==> config.mk <==
export PLATFORM = sky130hd
export DESIGN_NAME = if_id_stage_buf
export DESIGN_NICKNAME = d
export VERILOG_FILES = /design/src/rtl/if_id_stage_buf.sv
export SDC_FILE = /design/constraint.sdc
export NUM_CORES = 1
export LEC_CHECK = 0
export BUFFER_PORTS_ARGS = -buffer_cell sky130_fd_sc_hd__buf_4
export CAP_MARGIN = 20
export CORE_ASPECT_RATIO = 0.5
export CORE_MARGIN = 4
export CORE_UTILIZATION = 25
export CTS_BUF_LIST = sky130_fd_sc_hd__clkbuf_2
export CTS_CLUSTER_DIAMETER = 150
export DETAILED_ROUTE_END_ITERATION = 8
export PLACE_DENSITY = 0.5
export RECOVER_POWER = 50
export SYNTH_ARGS = -nofsm -noshare
export SYNTH_HDL_FRONTEND = slang
export SYNTH_SLANG_ARGS = --single-unit
==> constraint.sdc <==
create_clock -name clk -period 2.1 [get_ports clk]
set_input_delay 0.21 -clock clk [delete_from_list [all_inputs] [get_ports clk]]
set_output_delay 0.21 -clock clk [all_outputs]
set_load 0.005 [all_outputs]
==> src/rtl/if_id_stage_buf.sv <==
// ---------------------------------------------------------------------------
// if_id_stage_buf
//
// Two-entry elastic register sitting on the IF/ID pipeline boundary. Fetch
// hands over an instruction word and its PC through a valid/ready handshake.
// The buffer stores the word together with the incremented PC (in_pc + PC_INC).
// Decode takes words from the head entry through a second valid/ready
// handshake.
//
// A skid entry backs the head entry. When decode stalls in the same cycle that
// fetch is still presenting a word, that word is absorbed into the skid entry
// and is not lost. in_ready is derived only from stored state, so no
// combinational path runs from out_ready back to fetch.
//
// flush squashes both entries in one edge. Two saturating counters record
// backpressure and flush activity for performance debug.
//
// Parameters:
//   INS_W    instruction word width
//   PC_W     PC width
//   PC_INC   constant added to in_pc at capture (wraps modulo 2^PC_W)
//   NOP_INS  instruction shown to decode while no entry is valid
//   CNT_W    width of each event counter
//
// Ports:
//   clk        clock; all state updates on the rising edge
//   reset      asynchronous, active-low; clears all state immediately
//   in_valid   fetch presents a word
//   in_ins     fetched instruction
//   in_pc      PC of the fetched instruction
//   in_ready   buffer can accept a word this cycle
//   out_valid  head entry valid toward decode
//   out_ins    head instruction, NOP_INS when out_valid=0
//   out_pc     head incremented PC, 0 when out_valid=0
//   out_ready  decode consumes the head entry this cycle
//   flush      squash all entries (branch/exception redirect)
//   cnt_clr    synchronous clear of both event counters
//   occupancy  number of valid entries (0..2)
//   stall_cnt  cycles with out_valid=1 and out_ready=0 (saturating)
//   flush_cnt  flush cycles that found a nonzero occupancy (saturating)
// ---------------------------------------------------------------------------
module if_id_stage_buf #(
  parameter int unsigned       INS_W   = 32,
  parameter int unsigned       PC_W    = 32,
  parameter int unsigned       PC_INC  = 4,
  parameter logic [INS_W-1:0]  NOP_INS = '0,
  parameter int unsigned       CNT_W   = 16
) (
  input  logic             clk,
  input  logic             reset,
  input  logic             in_valid,
  input  logic [INS_W-1:0] in_ins,
  input  logic [PC_W-1:0]  in_pc,
  output logic             in_ready,
  output logic             out_valid,
  output logic [INS_W-1:0] out_ins,
  output logic [PC_W-1:0]  out_pc,
  input  logic             out_ready,
  input  logic             flush,
  input  logic             cnt_clr,
  output logic [1:0]       occupancy,
  output logic [CNT_W-1:0] stall_cnt,
  output logic [CNT_W-1:0] flush_cnt
);

  // The state encodings equal the number of valid entries. This lets the
  // state register drive occupancy directly.
  localparam logic [1:0] ST_EMPTY = 2'd0;
  localparam logic [1:0] ST_ONE   = 2'd1;
  localparam logic [1:0] ST_FULL  = 2'd2;

  localparam logic [PC_W-1:0]  PC_INC_W = PC_W'(PC_INC);
  localparam logic [CNT_W-1:0] CNT_ONE  = CNT_W'(1);
  localparam logic [CNT_W-1:0] CNT_MAX  = {CNT_W{1'b1}};

  logic [1:0]       state;
  logic [1:0]       state_nxt;

  logic [INS_W-1:0] main_ins;
  logic [PC_W-1:0]  main_pc;
  logic [INS_W-1:0] skid_ins;
  logic [PC_W-1:0]  skid_pc;

  logic             accept;
  logic             pop;
  logic [PC_W-1:0]  cap_pc;

  logic             load_main_in;
  logic             load_main_skid;
  logic             load_skid;

  logic             stall_hit;
  logic             flush_hit;

  // Handshake qualifiers. Both ready and valid come straight from the state
  // register. Because of this, out_ready never influences in_ready in the
  // same cycle.
  assign in_ready  = (state != ST_FULL);
  assign out_valid = (state != ST_EMPTY);
  assign occupancy = state;

  // A flush cycle never accepts. The word fetch presents during a redirect
  // belongs to the wrong path.
  assign accept = in_valid & in_ready & ~flush;
  assign pop    = out_valid & out_ready;

  // The PC is incremented once, at capture. Downstream then sees the PC of
  // the next sequential instruction, with wrap-around modulo 2^PC_W.
  assign cap_pc = in_pc + PC_INC_W;

  // Decode sees a clean bubble while the buffer is empty. Stale data never
  // leaks out of the head register.
  assign out_ins = out_valid ? main_ins : NOP_INS;
  assign out_pc  = out_valid ? main_pc  : '0;

  // Next-state and entry-load decisions.
  // In ONE, a simultaneous accept and pop writes the new word straight into
  // the head. This keeps the skid entry free, so the buffer sustains one word
  // per cycle. In FULL, a pop promotes the skid entry to head, which keeps the
  // order strictly FIFO.
  always_comb begin
    state_nxt      = state;
    load_main_in   = 1'b0;
    load_main_skid = 1'b0;
    load_skid      = 1'b0;

    case (state)
      ST_EMPTY: begin
        if (accept) begin
          state_nxt    = ST_ONE;
          load_main_in = 1'b1;
        end
      end
      ST_ONE: begin
        if (accept && pop) begin
          load_main_in = 1'b1;
        end else if (accept) begin
          state_nxt = ST_FULL;
          load_skid = 1'b1;
        end else if (pop) begin
          state_nxt = ST_EMPTY;
        end
      end
      ST_FULL: begin
        if (pop) begin
          state_nxt      = ST_ONE;
          load_main_skid = 1'b1;
        end
      end
      default: begin
        state_nxt = ST_EMPTY;
      end
    endcase

    // A redirect empties the buffer regardless of the handshake. A pop in
    // the same cycle still counts as consumed from decode's point of view.
    if (flush) begin
      state_nxt = ST_EMPTY;
    end
  end

  // State register. Reset returns to EMPTY at once, so both entries are
  // discarded without any further handshake.
  always_ff @(posedge clk or negedge reset) begin
    if (!reset) begin
      state <= ST_EMPTY;
    end else begin
      state <= state_nxt;
    end
  end

  // Head entry. It is loaded either from fetch or from the skid entry. The
  // two sources are mutually exclusive by construction of the FSM above.
  always_ff @(posedge clk or negedge reset) begin
    if (!reset) begin
      main_ins <= NOP_INS;
      main_pc  <= '0;
    end else if (load_main_in) begin
      main_ins <= in_ins;
      main_pc  <= cap_pc;
    end else if (load_main_skid) begin
      main_ins <= skid_ins;
      main_pc  <= skid_pc;
    end
  end

  // Skid entry. It is written only when decode stalls while the head is
  // occupied and fetch still delivers a word.
  always_ff @(posedge clk or negedge reset) begin
    if (!reset) begin
      skid_ins <= NOP_INS;
      skid_pc  <= '0;
    end else if (load_skid) begin
      skid_ins <= in_ins;
      skid_pc  <= cap_pc;
    end
  end

  // Event qualifiers for the performance counters. A flush counts only when
  // it actually squashed something.
  assign stall_hit = out_valid & ~out_ready;
  assign flush_hit = flush & (state != ST_EMPTY);

  // Stall counter. A clear wins over a same-cycle increment, and the count
  // sticks at all-ones instead of wrapping.
  always_ff @(posedge clk or negedge reset) begin
    if (!reset) begin
      stall_cnt <= '0;
    end else if (cnt_clr) begin
      stall_cnt <= '0;
    end else if (stall_hit && (stall_cnt != CNT_MAX)) begin
      stall_cnt <= stall_cnt + CNT_ONE;
    end
  end

  // Flush counter. It has the same clear priority and saturation as the
  // stall counter.
  always_ff @(posedge clk or negedge reset) begin
    if (!reset) begin
      flush_cnt <= '0;
    end else if (cnt_clr) begin
      flush_cnt <= '0;
    end else if (flush_hit && (flush_cnt != CNT_MAX)) begin
      flush_cnt <= flush_cnt + CNT_ONE;
    end
  end

endmodule

* Word-level counts from Yosys, hierarchy flattened
Index checks and enable logic that the tools add are counted.
** Cells by class
- Add/sub/neg operators :: 3
- Eq/ne operators :: 9
- Muxes and demuxes :: 24
- Bitwise operators :: 7
- Reduce and logical (&&, ||, !) cells :: 9
** Operator list (number)
- 32-bit two-way mux :: 6
- 16-bit two-way mux :: 4
- 16-bit by 1-bit adder with 16-bit output, second input constant :: 2
- 32-bit by 3-bit adder with 32-bit output, second input constant :: 1
- 16-bit inequality test, second input constant :: 2
- 2-bit two-way mux :: 6
- 3-bit inequality test, second input constant :: 3
- 2-bit nonzero test :: 4
- 1-bit two-way mux :: 6
- 2-bit case mux with 3 select lines :: 1
- 1-bit bitwise AND :: 5
- 4-bit inequality test, second input constant :: 1
- 4-bit AND reduction :: 1
- 1-bit logical AND :: 3
- 2-bit by 1-bit equality test with 1-bit output, second input constant :: 1
- 2-bit equality test, second input constant :: 1
- 2-bit zero test :: 1
- 2-bit inequality test, second input constant :: 1
- 1-bit inverter :: 2
- 1-bit case mux with 2 select lines :: 1
** Storage, ports and cells
- Register bits after elaboration :: 162
- Input port bits :: 70
- Output and inout bits :: 100
- Word-level logic and storage cells :: 59

* Depth between registers and ports, before layout
- Word-level depth :: 7
- Gate-level depth with buffers :: 7

* Least setup slack after synthesis
Ideal clock, no wire load.
- Kind :: reg-to-reg
- From :: reg flush_cnt[0]
- To :: reg flush_cnt[1]
- Arrival time :: 1.627 ns
- Setup slack :: 0.341 ns
- Cell stages (with the launch flop) :: 8
- Path buffers :: 1
- Cells stage by stage :: dfrtp_1 > ha_1 > nand2_1 > or3_1 > clkbuf_1 > o21ai_1 > mux2i_1 > nor2_1
** Between the ends
- Longest elaborated chain between the ends :: 3
- Elaborated cells on any way between the ends :: 6
** Ends and longest elaborated chain
- start: declaration :: RTL line 63 : output logic [CNT_W-1:0] flush_cnt
- start signal: assignment :: RTL line 224 : flush_cnt <= flush_cnt + CNT_ONE;
- 16-bit by 1-bit adder with 16-bit output / 16-bit inequality test (equally long branches) :: RTL line 224, 223
- 16-bit two-way mux / 1-bit logical AND (equally long branches) :: RTL line 223 : end else if (flush_hit && (flush_cnt != CNT_MAX)) begin
- 16-bit two-way mux / 2-bit nonzero test (equally long branches)
Several ways; a longest one is shown, not always the timed one. The select of a mux whose other input is x is not followed.
A chain may end at the register's enable or synchronous reset.

* Final worst setup path
- From :: reg state[1] (netlist: occupancy[1])
- To :: out out_pc[2]
** Between the ends
- Longest elaborated chain between the ends :: 2
** Ends and longest elaborated chain
- start: declaration :: RTL line 76 : logic [1:0] state;
- start signal: assignment :: RTL line 168 : state <= state_nxt;
- 2-bit nonzero test :: RTL line 99 : assign out_valid = (state != ST_EMPTY);
- 32-bit two-way mux :: RTL line 114 : assign out_pc = out_valid ? main_pc : '0;
- end: declaration :: RTL line 57 : output logic [PC_W-1:0] out_pc,
Every way passes these cells.

==> results_tabular.tex <==
\begin{tabular}{lr}
\hline
Metric & Value \\
\hline
\multicolumn{2}{l}{\textbf{Global routing}} \\
\quad Via count of the first global-routing pass & 7171 \\
\quad Largest net degree at the start of global routing & 81 \\
\quad Tot GR Track Use & 14.3\% \\
\quad GR Overflow Total & 0 \\
\quad Antenna violations before repair & 2 \\
\quad Wire length of the first global-routing pass & 39400 um \\
\multicolumn{2}{l}{\textbf{Timing}} \\
\quad Hold violation count in the final report & 0 \\
\quad Setup repair after global routing missed its margin & yes \\
\quad Max Freq & $\sim$460 MHz \\
\quad Setup violators final & 64 \\
\quad Final critical-path share of the clock period & 104\% \\
\quad Final Max Slew Viols & 0 \\
\quad Slew Limit Headroom & 13.0\% \\
\quad Worst setup skew after layout & 31.8 ps \\
\quad Smallest setup slack after layout & -89.9 ps \\
\quad Final Critical Period & between 2000 and 2500 ps \\
\quad Transition at the pin with the smallest max-transition slack & approximately 1300 ps \\
\multicolumn{2}{l}{\textbf{Die}} \\
\quad Overall die area & about 35000 sq um \\
\quad Standard cell core area & a little over 30000 sq um \\
\quad Die Height & 134 um \\
\quad Initial Utilization & 25.7\% \\
\quad Number of rows in the core area & 45 \\
\quad Die X-Extent & 260 um \\
\quad Ports & 170 \\
\multicolumn{2}{l}{\textbf{CTS}} \\
\quad Number of buffers created by CTS & 17 \\
\quad Root Buffer & sky130\_fd\_sc\_hd\_\_clkbuf\_2 \\
\quad Clk pin slew, worst setup/hold paths & 250 ps \\
\quad TritonCTS clock tree & done \\
\quad Longest Clk Path Bufs & 2 \\
\quad \# H-tree levels & 4 \\
\quad TritonCTS sink count & approximately 160 \\
\quad Clk Latency, worst-skew pair & 790 ps \\
\multicolumn{2}{l}{\textbf{Worst setup path}} \\
\quad Slowest stage cell, crit path & sky130\_fd\_sc\_hd\_\_dfrtp\_2 \\
\quad Critical Path Fanout Max & 18 \\
\quad Arrival time at the worst endpoint & 1980 ps \\
\quad Crit. End Element & output pin \\
\quad Worst stage delay on the critical path & 470 ps \\
\quad Worst setup path category & reg2out \\
\quad Number of buffers and inverters on the critical path & 3 \\
\quad Required time of the critical path & 1890 ps \\
\quad Critical path, cell by cell & nor2\_4 -> inv\_6 -> buf\_12 -> and2\_1 -> buf\_4 \\
\quad Startpoint Class & flip-flop \\
\quad Kind of cell with the highest combined delay on the critical path & flip-flops \\
\multicolumn{2}{l}{\textbf{Detailed routing}} \\
\quad Post-detailed-routing wire length & 24200 um \\
\quad DRC violations left & 0 \\
\quad 1st-iter DRT viols & $\sim$480 \\
\quad 1st-pass router iterations & 5 \\
\quad Routed len/inst & roughly 16 um \\
\quad Via count & about 6900 \\
\quad Remaining antenna violation count & 0 \\
\quad Via-to-Cell Ratio & 4.64 \\
\multicolumn{2}{l}{\textbf{Synth}} \\
\quad Area of the mapped netlist & 7910 sq um \\
\quad Number of synthesized register bits & 162 \\
\quad Top post-synthesis cells by count & sky130\_fd\_sc\_hd\_\_dfrtp\_1, sky130\_fd\_sc\_hd\_\_nand2\_1, sky130\_fd\_sc\_hd\_\_and2\_1 \\
\quad Yosys warns & 0 \\
\quad Cell with the most instances after synthesis & sky130\_fd\_sc\_hd\_\_dfrtp\_1 \\
\quad Biggest area contributors in the synthesized netlist & sky130\_fd\_sc\_hd\_\_dfrtp\_1, sky130\_fd\_sc\_hd\_\_and2\_1, sky130\_fd\_sc\_hd\_\_nand2\_1 \\
\quad Sequential element share of the synthesized area & 51.2\% \\
\quad Post-Synthesis Net Count & 870 \\
\quad Number of instances in the synthesized netlist & roughly 800 \\
\quad Distinct cell type count after synthesis & 44 \\
\quad Number of flops mapped to enable cells by yosys & 0 \\
\quad Primary flip-flop cell chosen by synthesis mapping & sky130\_fd\_sc\_hd\_\_dfrtp\_1 \\
\quad Library cell with the largest summed area after synthesis & sky130\_fd\_sc\_hd\_\_dfrtp\_1 \\
\quad Average footprint of a synthesized cell & 9.92 sq um \\
\quad Share of flip-flops with an asynchronous set or reset after synthesis & between 90\% and 100\% \\
\quad Top-area cell type share of the netlist area & 51.2\% \\
\multicolumn{2}{l}{\textbf{Finish}} \\
\quad Post-route cell area & around 11000 sq um \\
\quad Share of post-route cells with drive strength above 1 & approximately 28\% \\
\quad Nets & 1133 \\
\quad Area Overhead vs Synth & 40.0\% \\
\quad Post-layout instance count excluding filler cells & 1497 \\
\quad Number of fill cells & 3122 \\
\quad Storage element area & 4060 sq um \\
\quad Multi-input gate area & 3710 sq um \\
\multicolumn{2}{l}{\textbf{Pwr}} \\
\quad Leak Pwr & 5.02 nW \\
\quad Power density over cell area & between 600 and 700 nW/um\^{}2 \\
\quad Worst ir drop on vdd & 265 uV \\
\multicolumn{2}{l}{\textbf{Placed design}} \\
\quad Global placement routability congestion & 0.811 \\
\quad Post-detailed-placement half-perimeter wirelength & 15800 um \\
\quad Count of input and output buffers & between 150 and 200 \\
\quad Cell total after placement & around 1400 \\
\quad Cell area after placement & between 9000 and 10000 sq um \\
\multicolumn{2}{l}{\textbf{Flow run}} \\
\quad Max-cap check violation count & 0 \\
\multicolumn{2}{l}{\textbf{Worst hold path}} \\
\quad Hold/Removal Path Class & in2reg \\
\multicolumn{2}{l}{\textbf{Run status}} \\
\quad Result of the run & finished with violations \\
\quad Failing checks & setup timing \\
\hline
\end{tabular}
[placed cells by master (no fill, tap or decap), types with 3 or more instances in the layout]
cell,Yosys,layout
sky130_fd_sc_hd__nor4_1,5,5
sky130_fd_sc_hd__dfrtp_1,162,160
sky130_fd_sc_hd__nor3_2,1,3
sky130_fd_sc_hd__inv_1,8,6
sky130_fd_sc_hd__nor2_1,39,37
sky130_fd_sc_hd__nand4_1,23,23
sky130_fd_sc_hd__nor3_1,8,6
sky130_fd_sc_hd__clkinv_2,0,4
sky130_fd_sc_hd__a21oi_1,34,34
sky130_fd_sc_hd__nand3_1,20,20
sky130_fd_sc_hd__and2_4,0,16
sky130_fd_sc_hd__ha_1,3,3
sky130_fd_sc_hd__xor2_1,35,35
sky130_fd_sc_hd__clkinv_1,0,5
sky130_fd_sc_hd__and4_1,4,4
sky130_fd_sc_hd__o21ai_0,31,31
sky130_fd_sc_hd__buf_6,0,18
sky130_fd_sc_hd__o2111ai_1,3,3
sky130_fd_sc_hd__and3_1,14,14
sky130_fd_sc_hd__and2_1,97,80
sky130_fd_sc_hd__mux2i_1,7,7
sky130_fd_sc_hd__o211ai_1,3,3
sky130_fd_sc_hd__o21ai_1,5,4
sky130_fd_sc_hd__buf_4,0,170
sky130_fd_sc_hd__buf_12,0,6
sky130_fd_sc_hd__nand2_1,115,114
sky130_fd_sc_hd__a22oi_1,35,35
sky130_fd_sc_hd__xnor2_1,12,12
sky130_fd_sc_hd__clkbuf_2,0,21
sky130_fd_sc_hd__dlygate4sd3_1,0,88
sky130_fd_sc_hd__a211oi_1,30,30
sky130_fd_sc_hd__mux2_2,35,35
[layout make-up]
cell class | count | share of cell area [%]
flip-flops and latches | 162 | 36.6
repair buffers | 291 | 23.3
inverters | 8 | 0.316
clock inverters | 13 | 0.644
diodes | 2 | 0.0452
multi-input cells | 580 | 33.5
clock buffers | 18 | 0.813
well taps | 423 | 4.78
[power breakdown]
part / internal [mW] / total (mW) / switching, mW
clock network: 0.283 / 1.41 / 1.13
registers: 3.68 / 3.96 / 0.287
logic: 0.918 / 1.65 / 0.733
total: 4.88 / 7.02 / 2.15
[stage by stage]
stage          hold WS [ps]  setup TNS [ps]  utilization (%)  setup WS [ps]  power, mW
6_report                185           -4220             36.0          -89.9       7.02
4_1_cts                69.6          -12320             36.1           -212       7.17
2_1_floorplan         -85.6               0                -            341       4.75
3_5_place_dp            188               0             32.0            188       5.46
5_1_grt                54.7          -17490             36.0           -292       7.57
3_3_place_gp            188               0             32.0            213       5.42
[path summary, 6_finish.rpt]
kind | startpoint | to | slack, ps | cells past startpoint
max | occupancy[1]$_DFFE_PN0P_ | out_pc[2] | -90 | 5
min | in_ins[16] | main_ins[16]$_DFFE_PN0P_ | 190 | 4
max reg2reg | occupancy[0]$_DFFE_PN0P_ | occupancy[0]$_DFFE_PN0P_ | 170 | 6
min reg2reg | main_ins[14]$_DFFE_PN0P_ | main_ins[14]$_DFFE_PN0P_ | 500 | 2
max in group asynchronous | reset | main_pc[22]$_DFFE_PN0P_ | 270 | 4
min in group asynchronous | reset | flush_cnt[15]$_DFFE_PN0P_ | 770 | 4
[kinds of logic after synthesis]
kind of cell	synth area share, %
simple gates	22.3
flops	51.2
compound gates	12.1
buf+inv	2.85
xor+xnor	5.20
mux	5.87
fa+ha+maj	0.475
[timing repair]
item,in CTS,in global routing
resized for setup,43,5
pin swaps,1,1
hold buffers,89,0
setup endpoints to repair,66,68
setup buffers,3,3
cloned,2,0
endpoints found under the hold margin,324,0
[layer usage]
metal | GRT usage, % | share of wire (%) | vias to the layer above
met2 | 25.2 | 52 | 140
met4 | 4.34 | 2.1 | 0
li1 | - | - | 3307
met3 | 3.24 | 3.0 | 34
met1 | 17.4 | 43 | 3463
met5 | 0 | 0 | -
[state kept, by name, indices dropped and copies added (netlist names)]
name and cells:
main_ins 32, main_pc 32, skid_ins 32, skid_pc 32, flush_cnt 16, stall_cnt 16
occupancy 2
[worst register-to-register path, cell delays in order, from the launching register on]
cell,delay [ps]
sky130_fd_sc_hd__dfrtp_2,440
sky130_fd_sc_hd__buf_6,130
sky130_fd_sc_hd__nor2b_1,350
sky130_fd_sc_hd__mux2i_1,140
sky130_fd_sc_hd__o22a_1,210
sky130_fd_sc_hd__nor2_1,70
sky130_fd_sc_hd__dlygate4sd3_1,540
No activity file was read; power rests on OpenSTA's default activity.
